### config.mk
export PLATFORM = sky130hd
export DESIGN_NAME = store_unit_flat
export DESIGN_NICKNAME = d
export VERILOG_FILES = /design/src/rtl/store_unit_if.sv /design/src/rtl/store_unit.sv /design/src/flat_wrapper.sv
export SDC_FILE = /design/constraint.sdc
export NUM_CORES = 1
export LEC_CHECK = 0
export BUFFER_PORTS_ARGS = -buffer_cell sky130_fd_sc_hd__buf_2
export CAP_MARGIN = 15
export CORE_MARGIN = 2
export CORE_UTILIZATION = 56
export DETAILED_ROUTE_END_ITERATION = 6
export GPL_TIMING_DRIVEN = 0
export PLACE_DENSITY = 0.85
export SETUP_SLACK_MARGIN = 0.02
export SYNTH_ARGS = -nofsm -noshare
export SYNTH_HDL_FRONTEND = slang
export SYNTH_SLANG_ARGS = --single-unit
### constraint.sdc
create_clock -name clk -period 6 [get_ports clk]
set_input_delay 1.2 -clock clk [delete_from_list [all_inputs] [get_ports clk]]
set_output_delay 1.2 -clock clk [all_outputs]
set_load 0.1 [all_outputs]
### src/rtl/store_unit_if.sv
// -----------------------------------------------------------------------------
// store_unit_if : request and memory-write bundle for store_unit.
//
//   Request side   : in_valid, in_ready, in_width, in_addr, in_data
//   Memory side    : mem_valid, mem_ready, mem_addr, mem_wdata, mem_wmask
//
// modport slave  : the store unit (consumes requests, drives the memory port)
// modport master : the environment (EX/MEM stage driving requests plus the
//                  data memory answering with mem_ready)
// -----------------------------------------------------------------------------
interface store_unit_if;
    logic        in_valid;
    logic        in_ready;
    logic [2:0]  in_width;
    logic [31:0] in_addr;
    logic [31:0] in_data;

    logic        mem_valid;
    logic        mem_ready;
    logic [31:0] mem_addr;
    logic [31:0] mem_wdata;
    logic [3:0]  mem_wmask;

    modport master (
        output in_valid, in_width, in_addr, in_data, mem_ready,
        input  in_ready, mem_valid, mem_addr, mem_wdata, mem_wmask
    );

    modport slave (
        input  in_valid, in_width, in_addr, in_data, mem_ready,
        output in_ready, mem_valid, mem_addr, mem_wdata, mem_wmask
    );
endinterface

### src/rtl/store_unit.sv
// -----------------------------------------------------------------------------
// store_unit : buffers S-type store requests and issues them to the data
// memory write port.
//
// Each accepted request is formatted at accept time (word address, byte
// lanes replicated, byte-write mask) and pushed into an in-order FIFO of
// DEPTH entries. The head entry is presented on the memory port with a
// valid/ready handshake.
//
// Ports
//   clk, rst     : clock, synchronous active-high reset
//   bus (slave)  : request handshake (in_*) and memory write port (mem_*)
//   count        : entries currently buffered
//   busy         : count != 0
//   fault        : one-cycle pulse after a misaligned store is accepted
//   fault_addr   : byte address of the most recent faulting store
//
// Build option
//   MISALIGN_TRAP_EN : defined   -> misaligned sh/sw are dropped and trapped
//                      undefined -> misaligned sh/sw are forced aligned,
//                                   fault/fault_addr tied to 0
// -----------------------------------------------------------------------------
module store_unit #(
    parameter int DEPTH = 2
) (
    input  logic                     clk,
    input  logic                     rst,
    store_unit_if.slave              bus,
    output logic [$clog2(DEPTH):0]   count,
    output logic                     busy,
    output logic                     fault,
    output logic [31:0]              fault_addr
);
    localparam int AW = $clog2(DEPTH);
    localparam int CW = AW + 1;
    localparam logic [CW-1:0] FULL = CW'(DEPTH);

    localparam logic [2:0] W_SB = 3'b100;
    localparam logic [2:0] W_SH = 3'b011;
    localparam logic [2:0] W_SW = 3'b010;

    // FIFO bookkeeping
    logic [CW-1:0] count_q, count_d;
    logic [AW-1:0] rd_ptr_q, rd_ptr_d;
    logic [AW-1:0] wr_ptr_q, wr_ptr_d;

    // Pre-formatted entries; no reset needed, occupancy is tracked by count_q
    logic [29:0] addr_q  [DEPTH];
    logic [31:0] wdata_q [DEPTH];
    logic [3:0]  mask_q  [DEPTH];

    logic        is_sb, is_sh, is_sw, width_ok;
    logic        accept, push, pop;
    logic [3:0]  fmt_mask;
    logic [31:0] fmt_wdata;

    assign is_sb    = (bus.in_width == W_SB);
    assign is_sh    = (bus.in_width == W_SH);
    assign is_sw    = (bus.in_width == W_SW);
    assign width_ok = is_sb | is_sh | is_sw;

    // Readiness depends only on registered occupancy: no pop-to-push bypass
    assign bus.in_ready  = (count_q != FULL);
    assign bus.mem_valid = (count_q != '0);
    assign accept        = bus.in_valid & bus.in_ready;
    assign pop           = bus.mem_valid & bus.mem_ready;

    // Lane formatting. The sh mask looks only at addr[1] and the sw mask is
    // constant, so a misaligned request is already forced aligned here.
    always_comb begin
        fmt_mask  = 4'b0000;
        fmt_wdata = bus.in_data;
        if (is_sb) begin
            fmt_mask  = 4'b0001 << bus.in_addr[1:0];
            fmt_wdata = {4{bus.in_data[7:0]}};
        end else if (is_sh) begin
            fmt_mask  = 4'b0011 << {bus.in_addr[1], 1'b0};
            fmt_wdata = {2{bus.in_data[15:0]}};
        end else if (is_sw) begin
            fmt_mask  = 4'b1111;
            fmt_wdata = bus.in_data;
        end
    end

`ifdef MISALIGN_TRAP_EN
    logic        misalign;
    logic        fault_q, fault_d;
    logic [31:0] fault_addr_q, fault_addr_d;

    assign misalign = (is_sh & bus.in_addr[0]) | (is_sw & (bus.in_addr[1:0] != 2'b00));
    // Misaligned stores complete the handshake but never reach the FIFO
    assign push     = accept & width_ok & ~misalign;

    always_comb begin
        fault_d      = accept & misalign;
        fault_addr_d = fault_addr_q;
        if (accept & misalign) fault_addr_d = bus.in_addr;
    end

    always_ff @(posedge clk) begin
        if (rst) begin
            fault_q      <= 1'b0;
            fault_addr_q <= '0;
        end else begin
            fault_q      <= fault_d;
            fault_addr_q <= fault_addr_d;
        end
    end

    assign fault      = fault_q;
    assign fault_addr = fault_addr_q;
`else
    assign push       = accept & width_ok;
    assign fault      = 1'b0;
    assign fault_addr = '0;
`endif

    // Pointers wrap naturally because DEPTH is a power of two
    always_comb begin
        count_d  = count_q + CW'(push) - CW'(pop);
        wr_ptr_d = wr_ptr_q + AW'(push);
        rd_ptr_d = rd_ptr_q + AW'(pop);
    end

    always_ff @(posedge clk) begin
        if (rst) begin
            count_q  <= '0;
            rd_ptr_q <= '0;
            wr_ptr_q <= '0;
        end else begin
            count_q  <= count_d;
            rd_ptr_q <= rd_ptr_d;
            wr_ptr_q <= wr_ptr_d;
        end
    end

    always_ff @(posedge clk) begin
        if (push) begin
            addr_q[wr_ptr_q]  <= bus.in_addr[31:2];
            wdata_q[wr_ptr_q] <= fmt_wdata;
            mask_q[wr_ptr_q]  <= fmt_mask;
        end
    end

    assign bus.mem_addr  = {addr_q[rd_ptr_q], 2'b00};
    assign bus.mem_wdata = wdata_q[rd_ptr_q];
    assign bus.mem_wmask = mask_q[rd_ptr_q];

    assign count = count_q;
    assign busy  = (count_q != '0);
endmodule
### src/flat_wrapper.sv
// flat-port wrapper written by rule: the top's interface ports become plain ports
module store_unit_flat 
#(
    parameter int DEPTH = 2
)
  (clk, rst, count, busy, fault, fault_addr, bus_in_valid, bus_in_width, bus_in_addr, bus_in_data, bus_mem_ready, bus_in_ready, bus_mem_valid, bus_mem_addr, bus_mem_wdata, bus_mem_wmask);
  store_unit_if bus_i ();
  input  logic clk;
  input  logic rst;
  output logic [$clog2(DEPTH):0] count;
  output logic busy;
  output logic fault;
  output logic [31:0] fault_addr;
  input wire logic [$bits(bus_i.in_valid)-1:0] bus_in_valid;
  input wire logic [$bits(bus_i.in_width)-1:0] bus_in_width;
  input wire logic [$bits(bus_i.in_addr)-1:0] bus_in_addr;
  input wire logic [$bits(bus_i.in_data)-1:0] bus_in_data;
  input wire logic [$bits(bus_i.mem_ready)-1:0] bus_mem_ready;
  output wire logic [$bits(bus_i.in_ready)-1:0] bus_in_ready;
  output wire logic [$bits(bus_i.mem_valid)-1:0] bus_mem_valid;
  output wire logic [$bits(bus_i.mem_addr)-1:0] bus_mem_addr;
  output wire logic [$bits(bus_i.mem_wdata)-1:0] bus_mem_wdata;
  output wire logic [$bits(bus_i.mem_wmask)-1:0] bus_mem_wmask;
  assign bus_i.in_valid = bus_in_valid;
  assign bus_i.in_width = bus_in_width;
  assign bus_i.in_addr = bus_in_addr;
  assign bus_i.in_data = bus_in_data;
  assign bus_i.mem_ready = bus_mem_ready;
  assign bus_in_ready = bus_i.in_ready;
  assign bus_mem_valid = bus_i.mem_valid;
  assign bus_mem_addr = bus_i.mem_addr;
  assign bus_mem_wdata = bus_i.mem_wdata;
  assign bus_mem_wmask = bus_i.mem_wmask;
  store_unit #(.DEPTH(DEPTH)) u_core (.clk(clk), .rst(rst), .bus(bus_i), .count(count), .busy(busy), .fault(fault), .fault_addr(fault_addr));
endmodule
# ---- Word level (Yosys, flattened, before mapping)
# Memories as Yosys holds them, arrays and structs flattened. A register that Yosys moved wholly into a read port is not among the register bits.
# Index checks and enable logic that the tools add are counted.
dict set report word_totals {
  latch_bits 0
  ram_bits 132
  romBits 0
  wordCells 32
  mem_count 3
  reg_bits 4
  input_bits 71
  output_inout_bits 106
}
dict set report op_classes {
  n_eq_ne 4
  shift 2
  add_sub_neg 4
  n_mul 0
  div_mod_pow 0
  bitwise_logic 5
  n_mux 10
  reduce_logical 1
  order_cmp 0
}
# name words width rd rd_clocked_by_memory_dff write_ports line
set memory_table {}
lappend memory_table {u_core.wdata_q 2 32 1 1 1 store_unit.sv:49} ;# logic [31:0] wdata_q [DEPTH];
lappend memory_table {u_core.addr_q 2 30 1 1 1 store_unit.sv:48} ;# logic [29:0] addr_q [DEPTH];
lappend memory_table {u_core.mask_q 2 4 1 1 1 store_unit.sv:50} ;# logic [3:0] mask_q [DEPTH];
# cell count
set ops {}
lappend ops {{two-way mux 32 bit} 2}
lappend ops {{two-way mux 4 bit} 3}
lappend ops {{== test 3 x 2 -> 1 bit, second input constant} 2}
lappend ops {{two-way mux 1 bit} 5}
lappend ops {{left shift 1 x 2 -> 4 bit, first input constant} 1}
lappend ops {{left shift 2 x 2 -> 4 bit, first input constant} 1}
lappend ops {{bitwise AND 1 bit} 3}
lappend ops {{== test 3 bit, second input constant} 1}
lappend ops {{adder 1 bit} 2}
lappend ops {{adder 2 x 1 -> 2 bit} 1}
lappend ops {{!= test 2 bit, second input constant} 1}
lappend ops {{OR 1 bit} 2}
lappend ops {{nonzero test 2 bit} 1}
lappend ops {{subtractor 2 x 1 -> 2 bit} 1}

# ---- Logic depth before layout (Yosys ltp)
# Gate-level depths: netlist of the first run.
dict set report depth {
  ltp_word 6
  ltp_mapped 8
}

# ---- Worst setup path before layout of the first run
# OpenSTA, ideal clock, no wires.
dict set report synth_path {
  kind {reg2reg}
  startpoint {reg u_core.count_q[0], in the netlist u_core.count[0]}
  endpoint {mem u_core.addr_q[1][0] (enable)}
  t_arrival_ns 3.847
  n_path_buf 0
  required_time_ns 5.569
  setup_slack_ns 1.721
  path_stages_with_launch 5
  cell_sequence {dfxtp_1 > nand2b_1 > nand2_1 > a21oi_1 > ha_1}
}
dict set report synth_via {
  elab_chain_cells 5
}
# element line
set synth_rtl {}
lappend synth_rtl {{start, declared} store_unit.sv:43} ;# logic [CW-1:0] count_q, count_d;
lappend synth_rtl {{start signal, assigned} store_unit.sv:131} ;# count_q <= count_d;
lappend synth_rtl {{!= test 2 bit} store_unit.sv:63} ;# assign bus.in_ready = (count_q != FULL);
lappend synth_rtl {{via bus_in_ready} flat_wrapper.sv:19} ;# output wire logic [$bits(bus_i.in_ready)-1:0] bus_in_ready;
lappend synth_rtl {{bitwise AND 1 bit} store_unit.sv:65} ;# assign accept = bus.in_valid & bus.in_ready;
lappend synth_rtl {{bitwise AND 1 bit} store_unit.sv:113} ;# assign push = accept & width_ok;
lappend synth_rtl {{two-way mux 1 bit} store_unit.sv:138} ;# if (push) begin
lappend synth_rtl {{two-way mux 1 bit (not written as such)} store_unit.sv:139} ;# addr_q[wr_ptr_q] <= bus.in_addr[31:2];
lappend synth_rtl {{end, declared} store_unit.sv:48}
# The timed path passes the listed nets, and every way through them passes these cells.

==> impl_metrics.csv, run 1 <==
group,metric,value,unit
cells_and_area,fin_util,71.4,%
clocking,hold_buffers,0,
power_and_ir_drop,p_switching,1.78,mW
timing,fmax,301,MHz
cells_and_area,nFillCells,756,
worst_setup_path,cpMostUsedCell,"buf_2",
timing,final_max_slew_viol_count,0,
clocking,root_buffer,"clkbuf_8",
worst_setup_path,path_buf_inv,3,
clocking,cts_setup_buffers,0,
clocking,cts_tree,"built",
clocking,clk_pin_slew,0.06,ns
grt,grt_overflow,0,
worst_setup_path,r2r-end,"u_core.wdata_q[1][0]",
power_and_ir_drop,vdd.ir_drop.worst,0.358,mV
worst_setup_path,path_class,"reg -> out",
route,detailedRoute.firstPassIterationCount,5,
floorplanning,die_y,109,um
grt,first_global_vias,3902,
worst_setup_path,path_max_fanout,10,
run,max_cap_violations,0,
worst_setup_path,worstPathArrival,2.12,ns
power_and_ir_drop,power_density,484,mW/mm^2
synthesis,yosysTopAreaCell,"edfxtp_1",
place,dp_hpwl,9500,um
timing,rsz0062_at_grt,"false",
worst_setup_path,ff2ff_setup_slack,3.73,ns
hold_path,hold_depth,2,
place,gp_congestion,0.892,
floorplanning,die_w,109,um
timing,finClkSkew,0.0118,ns
cells_and_area,final_common_cell,"buf_2",
worst_setup_path,required,4.80,ns
floorplanning,die_area,0.0119,mm^2
worst_setup_path,endpoint_kind,"output pin",
clocking,insertion_delay,0.51,ns
timing,setup_slack,2.68,ns
synthesis,ys_seq_elements,136,
synthesis,synth.cell_area,0.00619,mm^2
grt,grt_start_max_net_pins,67,
power_and_ir_drop,power,3.73,mW
power_and_ir_drop,clockPowerShare,22.8,%
clocking,cts_buffers,17,
cells_and_area,nNetsFinal,676,
hold_path,min_from,"u_core.count[1]",
synthesis,synth-seq-area-share,65.3,%
worst_setup_path,cp_num_cells,4,
timing,finalHoldViolCount,0,
timing,slew_headroom,35.9,%
timing,holdWs,0.553,ns
clocking,numClockSinks,136,
worst_setup_path,cp_slowest_cell,"mux2_2",
floorplanning,start_util,57.4,%
timing,period_needed,3.32,ns
clocking,htree_levels,4,
route,ant_nets,0,
route,drtIter0Drc,254,
clocking,ctsResizeCount,0,
place,place_ws,2.38,ns
clocking,cts_buffer_depth,2,
outcome,status,"finished, final reports clean",
worst_setup_path,slowest_delay,0.38,ns
route,drc,0,
floorplanning,core,0.0108,mm^2
cells_and_area,diodes,0,
power_and_ir_drop,p_comb_share,46.7,%
route,vias,3933,
timing,tns,0,ns
route,vias_per_cell,5.22,
worst_setup_path,r2r_cells,4,
synthesis,yosysWarningCount,0,
grt,track_usage,22.7,%
floorplanning,ios,177,
grt,antenna_found_initial,0,
worst_setup_path,start_kind,"flop",
cells_and_area,final_cell_mix,"buf_2 (148), edfxtp_1 (132), mux2_2 (68), buf_4 (36), conb_1 (35)",
synthesis,synthTopCellsByArea,"edfxtp_1 (64%), mux2_2 (12%), buf_4 (4.4%), nor2b_1 (3.4%), o21ai_0 (2.6%)",
place,io_buffers,140,
worst_setup_path,cp_top_family,"buffers and inverters",
synthesis,synthDistinctLibCells,31,
synthesis,syn_inst,408,
hold_path,hold_end,"u_core.count[1]",
synthesis,post_synth.cell_area_avg,15.2,um^2
route,wl_per_cell,18.1,um
worst_setup_path,critical_path.cell_chain,"buf_2 -> buf_2 -> mux2_2 -> buf_2",
power_and_ir_drop,p_seq_share,30.5,%
power_and_ir_drop,p_int,1.95,mW
power_and_ir_drop,p_leak,3.01,nW
floorplanning,core.rowCount,38,
power_and_ir_drop,switching_share,47.7,%
route,wirelength,13600,um
synthesis,yosysTopAreaCellShare,64.0,%
hold_path,hold_class,"reg -> reg",
timing,worst_pin_slew,0.962,ns
worst_setup_path,worstReg2RegStart,"u_core.count[0]",
cells_and_area,area_delta_synth_final,24.5,%
timing,period_share,55.3,%
timing,setup_viol,0,
grt,grt_pass1_wl,19700,um
cells_and_area,drive_gt1_share,47.1,%
==> power by group through the flow <==
| stage | registers [mW] | clock network (mW) | logic (mW) |
|---|---|---|---|
| floorplan | 1.19 | 0 | 1.47 |
| global placement | 1.16 | 0 | 1.73 |
| detailed placement | 1.16 | 0 | 1.74 |
| CTS | 1.14 | 0.869 | 1.75 |
| global route | 1.14 | 0.915 | 1.80 |
| finish | 1.14 | 0.850 | 1.74 |
==> metal layers <==
layer  GRT usage, %  vias up  wire length (um)
met2           37.4      196              6610
met1           29.0     1861              5710
met5              0        -                 0
met3           7.29       12              1190
met4           6.32        0               120
li1               -     1864                 -
==> worst max-delay path by stage <==
stage	from	to	slack (ns)
finish	u_core.rd_ptr_q	bus_mem_wdata[30]	2.68
global route	u_core.rd_ptr_q	bus_mem_wdata[30]	2.58
CTS	u_core.rd_ptr_q	bus_mem_wdata[26]	2.64
detailed placement	bus_in_width[0]	u_core.wdata_q[1][25]	2.38
global placement	bus_in_width[0]	u_core.wdata_q[0][25]	0.98
floorplan	u_core.count[0]	u_core.addr_q[1][0]	1.72
==> final cells by class <==
cell class / instances / area, um^2 / share of cell area [%]
clock buffers: 22 / 433 / 5.62
plain buffers: 60 / 385 / 5.00
well taps: 140 / 175 / 2.27
multi-input cells: 241 / 1900 / 24.6
inverters: 5 / 18.8 / 0.243
clock inverters: 10 / 56.3 / 0.730
repair buffers: 140 / 701 / 9.09
flip-flops and latches: 136 / 4040 / 52.5
==> flip-flops by register name, summed over array words and instances, names as in the netlist <==
register / count
u_core.mask_q: 8
u_core.wr_ptr_q: 1
u_core.addr_q: 60
u_core.rd_ptr_q: 1
u_core.count: 2
u_core.wdata_q: 64
==> synth_stat cells <==
cell and n:
a21o_1 1, a21oi_1 1, a22o_1 2, and2_1 2, buf_1 1, buf_2 8
buf_4 36, buf_6 2, clkbuf_1 13, conb_1 1, dfxtp_1 4, edfxtp_1 132
ha_1 4, inv_1 5, mux2_2 68, mux2_4 6, nand2_1 2, nand2b_1 1
nor2_1 4, nor2b_1 34, nor3_1 9, nor3b_1 16, o21a_1 1, o21ai_0 32
o311a_1 16, o31ai_1 2, or2_2 1, or2b_1 1, or3b_4 1, xnor2_1 1
xor2_1 1
==> logic make-up after synthesis <==
logic type | share of synthesized area (%)
flip-flops | 65.3
multiplexers | 13.8
AND/OR/NAND/NOR | 7.17
buffers and inverters | 6.53
AO/OA/AOI/OAI | 6.02
adder cells (fa/ha/maj) | 0.808
XOR/XNOR | 0.283
other | 0.0606
==> through the flow <==
stage	cell area, um^2	std cells
floorplan	6320	442
global placement	7200	722
detailed placement	7220	722
CTS	7710	754
global route	7710	754
finish	7710	754
==> worst reg2reg max path: stages, from the launching register on <==
cell,delay (ns)
dfxtp_1,0.40
nand2b_1,0.14
nand2_1,0.07
a21oi_1,0.38
ha_4,0.84
Power figures use the tool's default switching activity.
==> run 2, diff against run 1 <==
CORE_UTILIZATION = 47   (was 56)
PLACE_DENSITY = 0.76   (was 0.85)
clock period = 2.88 ns   (was 6 ns; I/O delays follow)
==> impl_metrics.csv, run 2 (synthesis gave the netlist of run 1 again) <==
group,metric,value,unit
outcome,status,"finished, final reports clean",
clocking,htree_levels,4,
power_and_ir_drop,p_switching,3.76,mW
worst_setup_path,required,2.30,ns
cells_and_area,reg.largest.list,"u_core.wdata_q x64, u_core.addr_q x60, u_core.mask_q x8",
timing,period_share,92.3,%
power_and_ir_drop,power,8.48,mW
cells_and_area,final_common_cell,"buf_2",
grt,grt_busiest_layer,"met2",
clocking,cts_buffers,17,
worst_setup_path,worstPathArrival,2.08,ns
cells_and_area,fin_cells,786,
clocking,cts_setup_buffers,0,
route,detailedRoute.firstPassIterationCount,4,
place,io_buffers,140,
timing,final_max_slew_viol_count,0,
power_and_ir_drop,vdd.ir_drop.worst,0.563,mV
clocking,hold_buffers,0,
grt,first_global_vias,3956,
floorplanning,die_w,119,um
power_and_ir_drop,p_leak,3.10,nW
route,wl_per_cell,17.3,um
floorplanning,core.rowCount,41,
cells_and_area,nNetsFinal,676,
timing,holdWs,0.358,ns
clocking,root_buffer,"clkbuf_16",
cells_and_area,largest_register_ffs,64,
power_and_ir_drop,clockPowerShare,29.1,%
timing,tns,0,ns
timing,finalHoldViolCount,0,
timing,finClkSkew,0.00517,ns
timing,setup_viol,0,
worst_setup_path,endpoint_kind,"output pin",
power_and_ir_drop,power_density,1070,mW/mm^2
power_and_ir_drop,p_int,4.73,mW
hold_path,min_from,"bus_in_addr[29]",
clocking,numClockSinks,136,
power_and_ir_drop,p_comb_share,43.0,%
place,dp_hpwl,9440,um
grt,grtUsageMet2,31.9,%
clocking,insertion_delay,0.40,ns
worst_setup_path,path_class,"reg -> out",
grt,met3_usage,5.94,%
route,drtIter0Drc,343,
timing,setup_slack,0.223,ns
cells_and_area,drive_gt1_share,47.9,%
timing,slew_headroom,36.6,%
power_and_ir_drop,switching_share,44.3,%
clocking,clk_pin_slew,0.05,ns
place,dp.cells,754,
grt,grt_use_met1,24.4,%
cells_and_area,final_cell_mix,"buf_2 (148), edfxtp_1 (132), mux2_2 (68), buf_4 (36), conb_1 (35)",
cells_and_area,diodes,0,
worst_setup_path,worstReg2RegStart,"u_core.count[0]",
timing,rsz0062_at_grt,"false",
cells_and_area,area_delta_synth_final,28.3,%
route,drc,0,
grt,track_usage,19.5,%
clocking,cts_tree,"built",
grt,antenna_found_initial,0,
floorplanning,start_util,48.7,%
timing,period_needed,2.66,ns
timing,worst_pin_slew,0.951,ns
worst_setup_path,crit_start,"u_core.rd_ptr_q",
grt,grt_overflow,0,
worst_setup_path,path_max_fanout,10,
floorplanning,ios,177,
timing,fmax,376,MHz
place,place_ws,-0.111,ns
grt,grt_pass1_wl,20700,um
route,wirelength,13600,um
route,vias_per_cell,4.99,
route,vias,3926,
worst_setup_path,start_kind,"flop",
clocking,cts_buffer_depth,2,
clocking,ctsResizeCount,0,
run,max_cap_violations,0,
hold_path,hold_class,"in -> reg",
power_and_ir_drop,p_seq_share,27.9,%
route,ant_nets,0,
floorplanning,core,0.0127,mm^2
cells_and_area,top_register,"u_core.wdata_q",
floorplanning,die_area,0.0141,mm^2
floorplanning,die_y,119,um
grt,grt_start_max_net_pins,67,
place,gp_congestion,0.897,
-- run 2: cell count changes in the layout (fill, tap and decap cells not counted), sizes merged --
| cell | delta |
|---|---|
| clkinv | -1 |
| clkinvlp | -1 |
| bufinv | +7 |
| clkbuf | -5 |
-- run 2: path summary, 6_finish.rpt --
path                                to  slack [ns]  depth (start not counted)
setup / recovery      bus_mem_addr[12]        0.22                          4
hold / removal    u_core.addr_q[0][27]        0.36                          1
setup reg to reg  u_core.addr_q[1][14]        0.70                          4
hold reg to reg        u_core.count[1]        0.59                          2
-- run 2: layout make-up --
class | count | area (um^2)
buffer | 60 | 385
clock buffer | 17 | 425
clock inverter | 15 | 255
fill | 1012 | 4780
inverter | 5 | 18.8
multi-input combinational | 241 | 1900
sequential | 136 | 4050
tap | 172 | 215
timing repair buffer | 140 | 701
-- run 2: power groups by stage --
| stage | logic [mW] | registers, mW | clock network [mW] |
|---|---|---|---|
| 2_1_floorplan | 3.07 | 2.48 | 0 |
| 3_3_place_gp | 3.63 | 2.40 | 0 |
| 3_5_place_dp | 3.65 | 2.41 | 0 |
| 4_1_cts | 3.66 | 2.37 | 2.51 |
| 5_1_grt | 3.76 | 2.38 | 2.60 |
| 6_report | 3.64 | 2.37 | 2.47 |
-- run 2: worst max-delay path, cell delays in order (launching register included) --
cell and delay, ns:
dfxtp_1 0.36, buf_2 0.31, buf_2 0.32, mux2_2 0.38, buf_2 0.30
-- run 2: through the flow --
step | instance area (um^2) | utilization (%)
detailed placement | 7260 | 57.1
floorplan | 6350 | -
CTS | 7950 | 62.5
global placement | 7260 | 57.1
finish | 7950 | 62.5
global route | 7950 | 62.5
-- run 2: metal layers --
layer / routed length (um) / vias to the layer above
met5: 0 / -
met1: 5780 / 1887
li1: - / 1866
met4: 222 / 0
met3: 944 / 16
met2: 6620 / 157
==> run 3, diff against run 2 <==
CORE_ASPECT_RATIO = 1.75   (was default)
GPL_TIMING_DRIVEN = default   (was 0)
==> impl_metrics.csv, run 3 (synthesis gave the netlist of run 1 again) <==
group,metric,value,unit
route,wirelength,12800,um
clocking,cts_tree,"built",
worst_setup_path,path_max_fanout,23,
worst_setup_path,r2r-end,"u_core.addr_q[1][4]",
worst_setup_path,endpoint_kind,"output pin",
grt,first_global_vias,3767,
timing,fmax,397,MHz
timing,worst_pin_slew,0.627,ns
outcome,status,"finished, final reports clean",
timing,finClkSkew,0.00700,ns
worst_setup_path,cp_top_family,"buffers and inverters",
cells_and_area,reg.largest.list,"u_core.wdata_q x64, u_core.addr_q x60, u_core.mask_q x8",
hold_path,hold_class,"in -> reg",
cells_and_area,drive_gt1_share,45.9,%
timing,setup_viol,0,
floorplanning,die_y,156,um
route,wl_per_cell,17.3,um
grt,antenna_found_initial,0,
timing,slew_headroom,58.2,%
timing,tns,0,ns
worst_setup_path,slowest_delay,0.57,ns
timing,final_max_slew_viol_count,0,
route,vias_per_cell,5.16,
floorplanning,core,0.0129,mm^2
grt,track_usage,18.4,%
worst_setup_path,cp_slowest_cell,"dfxtp_4",
cells_and_area,fin_cells,737,
worst_setup_path,path_class,"reg -> out",
timing,period_share,87.4,%
floorplanning,die_w,90.8,um
cells_and_area,largest_register_ffs,64,
power_and_ir_drop,vdd.ir_drop.worst,0.472,mV
route,vias,3800,
grt,grt_start_max_net_pins,44,
clocking,cts_buffer_depth,2,
run,max_cap_violations,0,
power_and_ir_drop,p_leak,2.85,nW
place,dp.cells,706,
cells_and_area,nNetsFinal,629,
worst_setup_path,ff2ff_setup_slack,0.85,ns
route,detailedRoute.firstPassIterationCount,4,
floorplanning,core.rowCount,55,
worst_setup_path,worstPathArrival,1.94,ns
cells_and_area,area_delta_synth_final,22.5,%
floorplanning,ios,177,
route,drtIter0Drc,177,
cells_and_area,final_cell_mix,"buf_2 (141), edfxtp_1 (132), mux2_2 (68), conb_1 (35), nor2b_1 (34)",
hold_path,min_from,"bus_in_addr[29]",
clocking,ctsResizeCount,0,
cells_and_area,final_common_cell,"buf_2",
clocking,insertion_delay,0.40,ns
clocking,root_buffer,"clkbuf_16",
worst_setup_path,worstReg2RegStart,"u_core.count[0]",
clocking,cts_buffers,17,
place,io_buffers,141,
worst_setup_path,start_kind,"flop",
cells_and_area,diodes,0,
hold_path,hold_end,"u_core.addr_q[1][27]",
timing,period_needed,2.52,ns
floorplanning,die_area,0.0141,mm^2
route,ant_nets,0,
cells_and_area,nFillCells,1030,
place,dp_hpwl,9320,um
power_and_ir_drop,power_density,1050,mW/mm^2
grt,grt_overflow,0,
grt,grt_pass1_wl,19600,um
worst_setup_path,r2r_cells,5,
clocking,numClockSinks,136,
worst_setup_path,required,2.30,ns
timing,finalHoldViolCount,0,
cells_and_area,top_register,"u_core.wdata_q",
worst_setup_path,path_buf_inv,2,
hold_path,hold_depth,1,
clocking,hold_buffers,0,
clocking,cts_setup_buffers,0,
timing,rsz0062_at_grt,"false",
place,gp_congestion,0.825,
worst_setup_path,critical_path.cell_chain,"buf_4 -> mux2_2 -> buf_2",
floorplanning,start_util,48.1,%
clocking,htree_levels,4,
route,drc,0,
clocking,clk_pin_slew,0.05,ns
## run 3: cell count changes in the layout (fill, tap and decap cells not counted), sizes merged
cell | before | now
buf | 187 | 153
bufinv | 7 | 2
clkbuf | 30 | 20
clkinvlp | 1 | 2
## run 3: worst reg2reg max path: cells and delay by family, from the launching register on
kind            cells  cell delay [ns]
buf+inv             1             0.23
simple gates        2             0.24
fa+ha+maj           1             0.45
flops               1             0.36
compound gates      1             0.46
## run 3: worst max path at each step
stage / start / endpoint / slack, ns / cells past startpoint
floorplan: u_core.count[1] / u_core.addr_q[0][0] / 0.13 / 4
global placement: bus_in_width[1] / u_core.wdata_q[1][18] / 0.33 / 5
detailed placement: bus_in_width[1] / u_core.wdata_q[1][21] / 0.32 / 6
CTS: u_core.rd_ptr_q / bus_mem_wdata[1] / 0.32 / 3
global route: u_core.rd_ptr_q / bus_mem_wdata[1] / 0.28 / 3
finish: u_core.rd_ptr_q / bus_mem_wdata[8] / 0.36 / 3
## run 3: stage by stage
| stage | util (%) | setup WS [ns] | area [um^2] | total power, mW | hold WS, ns |
|---|---|---|---|---|---|
| 2_1_floorplan | - | 0.133 | 6350 | 5.54 | 0.608 |
| 3_3_place_gp | 54.7 | 0.335 | 7040 | 6.01 | 0.550 |
| 3_5_place_dp | 54.7 | 0.315 | 7040 | 6.05 | 0.591 |
| 4_1_cts | 58.9 | 0.315 | 7580 | 8.03 | 0.342 |
| 5_1_grt | 58.9 | 0.283 | 7580 | 8.21 | 0.347 |
| 6_report | 58.9 | 0.363 | 7580 | 7.96 | 0.366 |
## run 3: where the power goes
group / leakage [nW] / switching (mW) / internal [mW]
sequential: 1.24 / 0.0973 / 2.33
combinational: 1.35 / 2.88 / 0.677
clock: 0.264 / 0.717 / 1.25
## run 3: area by class of cell
cell class,count,area [um^2],share of cell area (%)
sequential,136,4050,53.4
multi-input combinational,241,1900,25.0
timing repair buffer,153,858,11.3
clock buffer,20,437,5.76
tap,171,214,2.82
clock inverter,11,108,1.42
inverter,5,18.8,0.247
## run 3: per-layer routing
metal  part of all wire (%)  track usage, %  up-vias  wire length (um)
met2                     56            34.4      173              7170
met5                      0               0        -                 0
met1                     37            19.9     1843              4700
met3                    5.4            3.72       16               691
met4                    1.6            8.13        0               201
li1                       -               -     1768                 -
